--- src/rtl/coord_frame_assembler_if.sv ---
// Character-in / frame-out bundle between the digit classifier, the frame
// assembler and the flight-command logic.
interface coord_frame_assembler_if #(
  parameter int NUM_COORDS = 3,
  parameter int COORD_W    = 10
);
  logic                          char_valid;
  logic [7:0]                    num;
  logic [1:0]                    coords_state;
  logic [NUM_COORDS*COORD_W-1:0] coords;
  logic                          coords_valid;
  logic                          frame_error;
  logic                          busy;

  modport master (
    output char_valid, num, coords_state,
    input  coords, coords_valid, frame_error, busy
  );

  modport slave (
    input  char_valid, num, coords_state,
    output coords, coords_valid, frame_error, busy
  );
endinterface

--- src/rtl/coord_frame_assembler.sv ---
// Builds "S<d>,<d>,...E" character runs into a frame of NUM_COORDS unsigned
// coordinates; emits a one-cycle valid pulse on good frames, an error pulse otherwise.
module coord_frame_assembler #(
  parameter int NUM_COORDS = 3,
  parameter int COORD_W    = 10,
  parameter int MAX_DIGITS = 3
) (
  input logic                    clock,
  input logic                    reset,
  coord_frame_assembler_if.slave bus
);
  localparam int CNT_W = $clog2(MAX_DIGITS + 1);
  localparam int IDX_W = $clog2(NUM_COORDS + 1);

  localparam logic [0:0] ST_IDLE = 1'b0;
  localparam logic [0:0] ST_RECV = 1'b1;

  localparam logic [1:0] CLS_NULL  = 2'b00;
  localparam logic [1:0] CLS_START = 2'b01;
  localparam logic [1:0] CLS_END   = 2'b10;
  localparam logic [1:0] CLS_NUM   = 2'b11;

  logic [0:0]                    r_state;
  logic [COORD_W-1:0]            r_acc;
  logic [CNT_W-1:0]              r_digit_cnt;
  logic [IDX_W-1:0]              r_idx;
  logic [COORD_W-1:0]            r_slots [NUM_COORDS];
  logic [NUM_COORDS*COORD_W-1:0] r_coords;
  logic                          r_valid;
  logic                          r_err;

  logic [COORD_W-1:0]            w_digit;
  logic [COORD_W-1:0]            w_acc_next;
  logic                          w_have_digits;
  logic                          w_idx_room;
  logic [IDX_W-1:0]              w_end_cnt;
  logic                          w_end_ok;
  logic [NUM_COORDS*COORD_W-1:0] w_frame;

  always_comb begin
    w_digit       = {{(COORD_W-4){1'b0}}, bus.num[3:0]};
    w_acc_next    = (r_acc << 3) + (r_acc << 1) + w_digit;
    w_have_digits = (r_digit_cnt != '0);
    w_idx_room    = (r_idx < IDX_W'(NUM_COORDS));
    w_end_cnt     = w_have_digits ? (r_idx + IDX_W'(1)) : r_idx;
    // END succeeds only if the pending flush has room and completes the frame
    w_end_ok      = (!w_have_digits || w_idx_room) && (w_end_cnt == IDX_W'(NUM_COORDS));
    w_frame       = '0;
    for (int unsigned i = 0; i < NUM_COORDS; i++) begin
      if (w_have_digits && (r_idx == IDX_W'(i)))
        w_frame[i*COORD_W +: COORD_W] = r_acc;
      else
        w_frame[i*COORD_W +: COORD_W] = r_slots[i];
    end
  end

  always_ff @(posedge clock or posedge reset) begin
    if (reset) begin
      r_state     <= ST_IDLE;
      r_acc       <= '0;
      r_digit_cnt <= '0;
      r_idx       <= '0;
      r_coords    <= '0;
      r_valid     <= 1'b0;
      r_err       <= 1'b0;
      for (int unsigned i = 0; i < NUM_COORDS; i++) r_slots[i] <= '0;
    end else begin
      r_valid <= 1'b0;
      r_err   <= 1'b0;
      if (bus.char_valid) begin
        case (r_state)
          ST_IDLE: begin
            if (bus.coords_state == CLS_START) begin
              r_state     <= ST_RECV;
              r_acc       <= '0;
              r_digit_cnt <= '0;
              r_idx       <= '0;
            end
          end
          default: begin
            case (bus.coords_state)
              CLS_START: begin
                r_err       <= 1'b1;
                r_acc       <= '0;
                r_digit_cnt <= '0;
                r_idx       <= '0;
              end
              CLS_NUM: begin
                if (r_digit_cnt < CNT_W'(MAX_DIGITS)) begin
                  r_acc       <= w_acc_next;
                  r_digit_cnt <= r_digit_cnt + CNT_W'(1);
                end else begin
                  r_err   <= 1'b1;
                  r_state <= ST_IDLE;
                end
              end
              CLS_NULL: begin
                if (w_have_digits) begin
                  if (w_idx_room) begin
                    for (int unsigned i = 0; i < NUM_COORDS; i++)
                      if (r_idx == IDX_W'(i)) r_slots[i] <= r_acc;
                    r_idx       <= r_idx + IDX_W'(1);
                    r_acc       <= '0;
                    r_digit_cnt <= '0;
                  end else begin
                    r_err   <= 1'b1;
                    r_state <= ST_IDLE;
                  end
                end
              end
              default: begin
                if (w_end_ok) begin
                  r_coords <= w_frame;
                  r_valid  <= 1'b1;
                end else begin
                  r_err <= 1'b1;
                end
                r_state <= ST_IDLE;
              end
            endcase
          end
        endcase
      end
    end
  end

  assign bus.coords       = r_coords;
  assign bus.coords_valid = r_valid;
  assign bus.frame_error  = r_err;
  assign bus.busy         = (r_state == ST_RECV);
endmodule

--- src/flat_wrapper.sv ---
// flat-port wrapper written by rule: the top's interface ports become plain ports
module coord_frame_assembler_flat 
#(
  parameter int NUM_COORDS = 3,
  parameter int COORD_W    = 10,
  parameter int MAX_DIGITS = 3
)
  (clock, reset, bus_char_valid, bus_num, bus_coords_state, bus_coords, bus_coords_valid, bus_frame_error, bus_busy);
  coord_frame_assembler_if #(.NUM_COORDS(NUM_COORDS), .COORD_W(COORD_W)) bus_i ();
  input logic clock;
  input logic reset;
  input wire logic [$bits(bus_i.char_valid)-1:0] bus_char_valid;
  input wire logic [$bits(bus_i.num)-1:0] bus_num;
  input wire logic [$bits(bus_i.coords_state)-1:0] bus_coords_state;
  output wire logic [$bits(bus_i.coords)-1:0] bus_coords;
  output wire logic [$bits(bus_i.coords_valid)-1:0] bus_coords_valid;
  output wire logic [$bits(bus_i.frame_error)-1:0] bus_frame_error;
  output wire logic [$bits(bus_i.busy)-1:0] bus_busy;
  assign bus_i.char_valid = bus_char_valid;
  assign bus_i.num = bus_num;
  assign bus_i.coords_state = bus_coords_state;
  assign bus_coords = bus_i.coords;
  assign bus_coords_valid = bus_i.coords_valid;
  assign bus_frame_error = bus_i.frame_error;
  assign bus_busy = bus_i.busy;
  coord_frame_assembler #(.NUM_COORDS(NUM_COORDS), .COORD_W(COORD_W), .MAX_DIGITS(MAX_DIGITS)) u_core (.clock(clock), .reset(reset), .bus(bus_i));
endmodule
--- config.mk ---
export PLATFORM = sky130hd
export DESIGN_NAME = coord_frame_assembler_flat
export DESIGN_NICKNAME = d
export VERILOG_FILES = /design/src/rtl/coord_frame_assembler_if.sv /design/src/rtl/coord_frame_assembler.sv /design/src/flat_wrapper.sv
export SDC_FILE = /design/constraint.sdc
export NUM_CORES = 1
export LEC_CHECK = 0
export ABC_AREA = 1
export CAP_MARGIN = 5
export CELL_PAD_IN_SITES_DETAIL_PLACEMENT = 0
export CELL_PAD_IN_SITES_GLOBAL_PLACEMENT = 1
export CORE_MARGIN = 5
export CORE_UTILIZATION = 40
export CTS_CLUSTER_DIAMETER = 40
export DETAILED_ROUTE_END_ITERATION = 6
export DONT_BUFFER_PORTS = 1
export PLACE_DENSITY_LB_ADDON = 0.08
export SETUP_SLACK_MARGIN = 0.05
export SLEW_MARGIN = 20
export SYNTH_ARGS = -nofsm -noshare
export SYNTH_HDL_FRONTEND = slang
export SYNTH_SLANG_ARGS = --single-unit
--- constraint.sdc ---
create_clock -name clock -period 4.95 [get_ports clock]
set_input_delay 1.2375 -clock clock [delete_from_list [all_inputs] [get_ports clock]]
set_output_delay 1.2375 -clock clock [all_outputs]
set_load 0.03 [all_outputs]
== Word level (Yosys, flattened, before mapping) ==
Cells that the tools add are included.
Operators by class
  $add $sub $neg: 4
  order comparisons: 2
  equality and inequality tests: 8
  mux-type cells: 37
  bitwise logic cells: 1
  reductions and logical operators: 19
Operator list (number)
  10-bit 2-to-1 mux: 8
  10-bit case mux with 3 select lines: 1
  6-bit AND reduction: 4
  2-bit 2-to-1 mux: 9
  1-bit 2-to-1 mux: 15
  10-bit adder: 1
  10-bit by 4-bit adder with 10-bit output: 1
  3-bit != test, second input constant: 3
  2-bit equality test, second input constant: 3
  1-bit case mux with 3 select lines: 2
  2-bit case mux with 3 select lines: 1
  2-bit nonzero test: 3
  5-bit AND reduction: 1
  2-bit by 1-bit adder with 2-bit output, second input constant: 2
  2-bit by 1-bit equality test with 1-bit output, second input constant: 2
  1-bit logical AND: 4
  2-bit zero test: 2
  2-bit < comparator, second input constant: 2
  2-bit case mux with 2 select lines: 1
  4-bit AND reduction: 1
  3-bit nonzero test: 1
  3-bit OR reduction: 1
  1-bit zero test: 1
  1-bit logical OR: 1
  1-bit NOT: 1
Storage, ports and cells
  flip-flop bits (word level): 77
  input port bits: 13
  output and inout bits: 33
  word-level logic and storage cells: 81

== Logic depth before layout (Yosys ltp) ==
  word-level depth: 8
  mapped depth: 11
  mapped depth without buffers: 11

== Least setup slack after synthesis ==
OpenSTA, ideal clock, no wires.
  path kind: in2reg
  start point: input bus_num[3]
  end point: register u_core.r_acc[8]
  library setup time: 0.117 ns
  data arrival time: 2.697 ns
  required time: 4.833 ns
  setup slack: 2.135 ns
  stages on the path: 10
  buffers on the path: 0
  cell sequence: inv_1 fa_1 inv_1 fa_1 nand2_1 nand2_1 nand3b_1 nand3b_1 nand3_1 nand2_1
Between the ends
  word-level cells in the longest chain between the ends: 4
RTL lines
  start: declaration: RTL line flat_wrapper.sv:13  | input wire logic [$bits(bus_i.num)-1:0] bus_num;
  10-bit by 4-bit adder with 10-bit output: RTL line coord_frame_assembler.sv:42  | w_acc_next = (r_acc << 3) + (r_acc << 1) + w_digit;
  10-bit 2-to-1 mux: RTL line coord_frame_assembler.sv:89  | if (r_digit_cnt < CNT_W'(MAX_DIGITS)) begin
  10-bit case mux with 3 select lines: RTL line coord_frame_assembler.sv:81  | case (bus.coords_state)
  10-bit 2-to-1 mux: RTL line coord_frame_assembler.sv:71  | case (r_state)
  end signal: assignment: RTL line coord_frame_assembler.sv:90  | r_acc <= w_acc_next;
  end: declaration: RTL line coord_frame_assembler.sv:24  | logic [COORD_W-1:0] r_acc;
No other way between the ends. The select of a mux whose other input is x is not followed.
A chain may end at the register's enable or synchronous reset.

== Worst setup path after layout ==
Same ends and word-level chain as after synthesis.

==> metrics.yaml <==
timing.fmax_ghz: 0.391
drive_above_1_share_pct: 11.7
multi_input_area_um2: 1750
num_antenna_cells: 0
ir_drop_mv: 0.199
critPathMaxFanout: 2
grt_pass1_wl_mm: 14.5
area_delta_synth_final_pct: 6.61
drv_slew: 0
required_ps: 5230
dieHeight_um: 110
use_met3_pct: 3.20
place_ws_ps: 2010
maxCapViolations: 0
totalWireLength_mm: 8.48
busiest_layer: "met2"
antenna_found_initial: 0
finalCritPeriodShare_pct: 51.7
critPathArrivalTime_ps: 2840
worst_pin_slew_ps: 1040
grt_overflow_total: 0
fin_ws_ps: 2390
cts_max_path_buffers: 2
powerDensity_nw_per_um2: 495
cts_made_buffers: 9
fin_setup_tns_ps: 0
postCtsSetupRepairBufs: 0
n_fill_cell: 1040
ys_ff_latch: 77
placed_area_um2: 4060
syn_inst: 466
finClkSkew_ps: 9.16
nNetsFinal: 495
grt_max_degree: 62
slew_headroom_pct: 30.1
drt_pre_antenna_iters: 4
setup.worst_path.end_class: "flip-flop"
clock_sinks: 77
setup.worst_path.class: "in -> reg"
final_antenna_net_count: 0
vias: 2886
place_hpwl_mm: 5.75
postLayoutCellArea_um2: 4280
die_area_um2: 12100
netlist_area_um2: 4010
seq_area_um2: 1930
io_buffers: 0
yosysTopAreaCell: "dfrtp_1"
setup_viol: 0
clock_latency_ps: 350
drtIter0Drc: 132
period_minus_slack_ps: 2560
use_met1_pct: 21.1
ctsHoldBuffers: 0
initial_core_util_pct: 41.0
post-route-util_pct: 43.7
cts.reportedPaths.clkPinSlew_ps: 80
ios: 46
cts_max_level: 3
synth_nets: 502
cts_resized: 0
core_um2: 9770
drc: 0
synth_area_leaders: "dfrtp_1 48%, nand2_1 13%, o21ai_0 6.9%"
yosysTopAreaCellShare_pct: 48.0
cts-root-buf: "clkbuf_8"
r2r_slack_ps: 2610
tritoncts: "yes"
hold_path.class: "reg -> reg"
syn_avg_cell_area_um2: 8.61
place_congestion: 0.775
status: "finished clean"
yosysSeqAreaShare_pct: 48.0
worstSetupStartpointType: "primary input"
wl_per_cell_um: 14.2
hold_viol: 0
synth_warnings: 0
fp.dieW_um: 110
grt_pass1_vias: 2899
p_leak_nw: 2.14
grtUsageMet2_pct: 25.2
rsz0062_at_grt: "false"
via_per_inst: 4.84
grt_usage_pct: 15.7
yosysUniqueCellTypes: 32
std_cell_rows: 36
==> registers in the layout, summed over array words and instances, names as in the netlist <==
register                 cells
u_core.bus.busy              1
u_core.bus.coords           30
u_core.bus.coords_valid      1
u_core.bus.frame_error       1
u_core.r_acc                10
u_core.r_digit_cnt           2
u_core.r_idx                 2
u_core.r_slots              30
==> logic make-up after synthesis <==
| family | count (synthesis) | share of synthesized area (%) |
|---|---|---|
| buffers and inverters | 74 | 8.55 |
| AO/OA/AOI/OAI | 108 | 15.6 |
| flip-flops | 77 | 48.0 |
| adder cells (fa/ha/maj) | 23 | 7.55 |
| XOR/XNOR | 2 | 0.437 |
| AND/OR/NAND/NOR | 182 | 19.8 |
==> stage by stage <==
stage	hold slack (ps)	cells	power (mW)
2_1_floorplan	495	466	1.50
3_3_place_gp	514	581	1.60
3_5_place_dp	523	581	1.62
4_1_cts	541	596	2.15
5_1_grt	555	596	2.28
6_report	535	596	2.11
==> cell usage after synthesis <==
cell,instances
inv_2,3
inv_1,52
xor2_1,1
dfrtp_1,77
nand4_1,1
o21ai_0,55
a21oi_1,16
xnor2_1,1
nor3_2,1
clkbuf_1,6
buf_4,2
nor3_4,1
nor2_1,17
buf_2,3
nor3b_2,3
a21boi_0,1
o21ai_1,14
clkbuf_2,1
nand2_2,2
nand2_1,139
nand3_2,1
or2_2,3
fa_1,2
nand3_1,9
o21ai_2,20
o31ai_2,1
nand3_4,1
nor2_4,1
o22ai_1,1
nand3b_1,3
buf_6,7
ha_1,21
==> routing by layer <==
| layer | wire [um] | vias to the layer above |
|---|---|---|
| li1 | - | 1474 |
| met1 | 4100 | 1354 |
| met2 | 3860 | 48 |
| met3 | 409 | 10 |
| met4 | 104 | 0 |
| met5 | 0 | - |
==> layout make-up <==
| cell class | instances | area share, % |
|---|---|---|
| clock buffer | 9 | 2.90 |
| clock inverter | 6 | 2.08 |
| inverter | 55 | 4.89 |
| multi-input combinational | 315 | 41.0 |
| sequential | 77 | 45.1 |
| tap | 133 | 3.89 |
| timing repair buffer | 1 | 0.176 |
==> power breakdown <==
part	switching, mW	internal, mW
Sequential	0.342	0.813
Combinational	0.265	0.174
Clock	0.239	0.281
==> path summary, 6_finish.rpt <==
check / start / to / cells after the start
max reg2reg: u_core.r_idx[0]$_DFFE_PP0P_ / u_core.bus.coords[29]$_DFFE_PP0P_ / 7
min reg2reg: u_core.r_slots[20]$_DFFE_PP0P_ / u_core.r_slots[20]$_DFFE_PP0P_ / 2
max: bus_num[3] / u_core.r_acc[8]$_DFFE_PP0P_ / 11
min in group asynchronous: reset / u_core.bus.coords_valid$_DFF_PP0_ / 1
max in group asynchronous: reset / u_core.bus.coords[21]$_DFFE_PP0P_ / 2
min: u_core.r_slots[20]$_DFFE_PP0P_ / u_core.r_slots[20]$_DFFE_PP0P_ / 2
==> critical path, cell delays in order <==
cell and delay, ps:
inv_1 30, fa_1 530, inv_1 70, fa_1 430, nand2_1 100, nand2_1 70
nand3b_1 110, nand2_1 60, nand2_1 50, nand3_1 70, nand2_1 80
==> layout by cell type, fill, tap and decap left out, types with 2 or more instances in the layout <==
cell / n
bufinv_16: 2
dfrtp_1: 77
nand2_2: 2
o21ai_1: 14
inv_1: 51
clkbuf_8: 9
nor2_1: 17
nand3b_1: 3
nand2_1: 139
ha_1: 21
or2_2: 3
o21ai_2: 20
nand3_1: 9
a21oi_1: 16
clkinvlp_4: 2
o21ai_0: 55
fa_1: 2
inv_2: 3
nor3b_4: 2
Note: power is estimated with default switching activity, not from simulation.
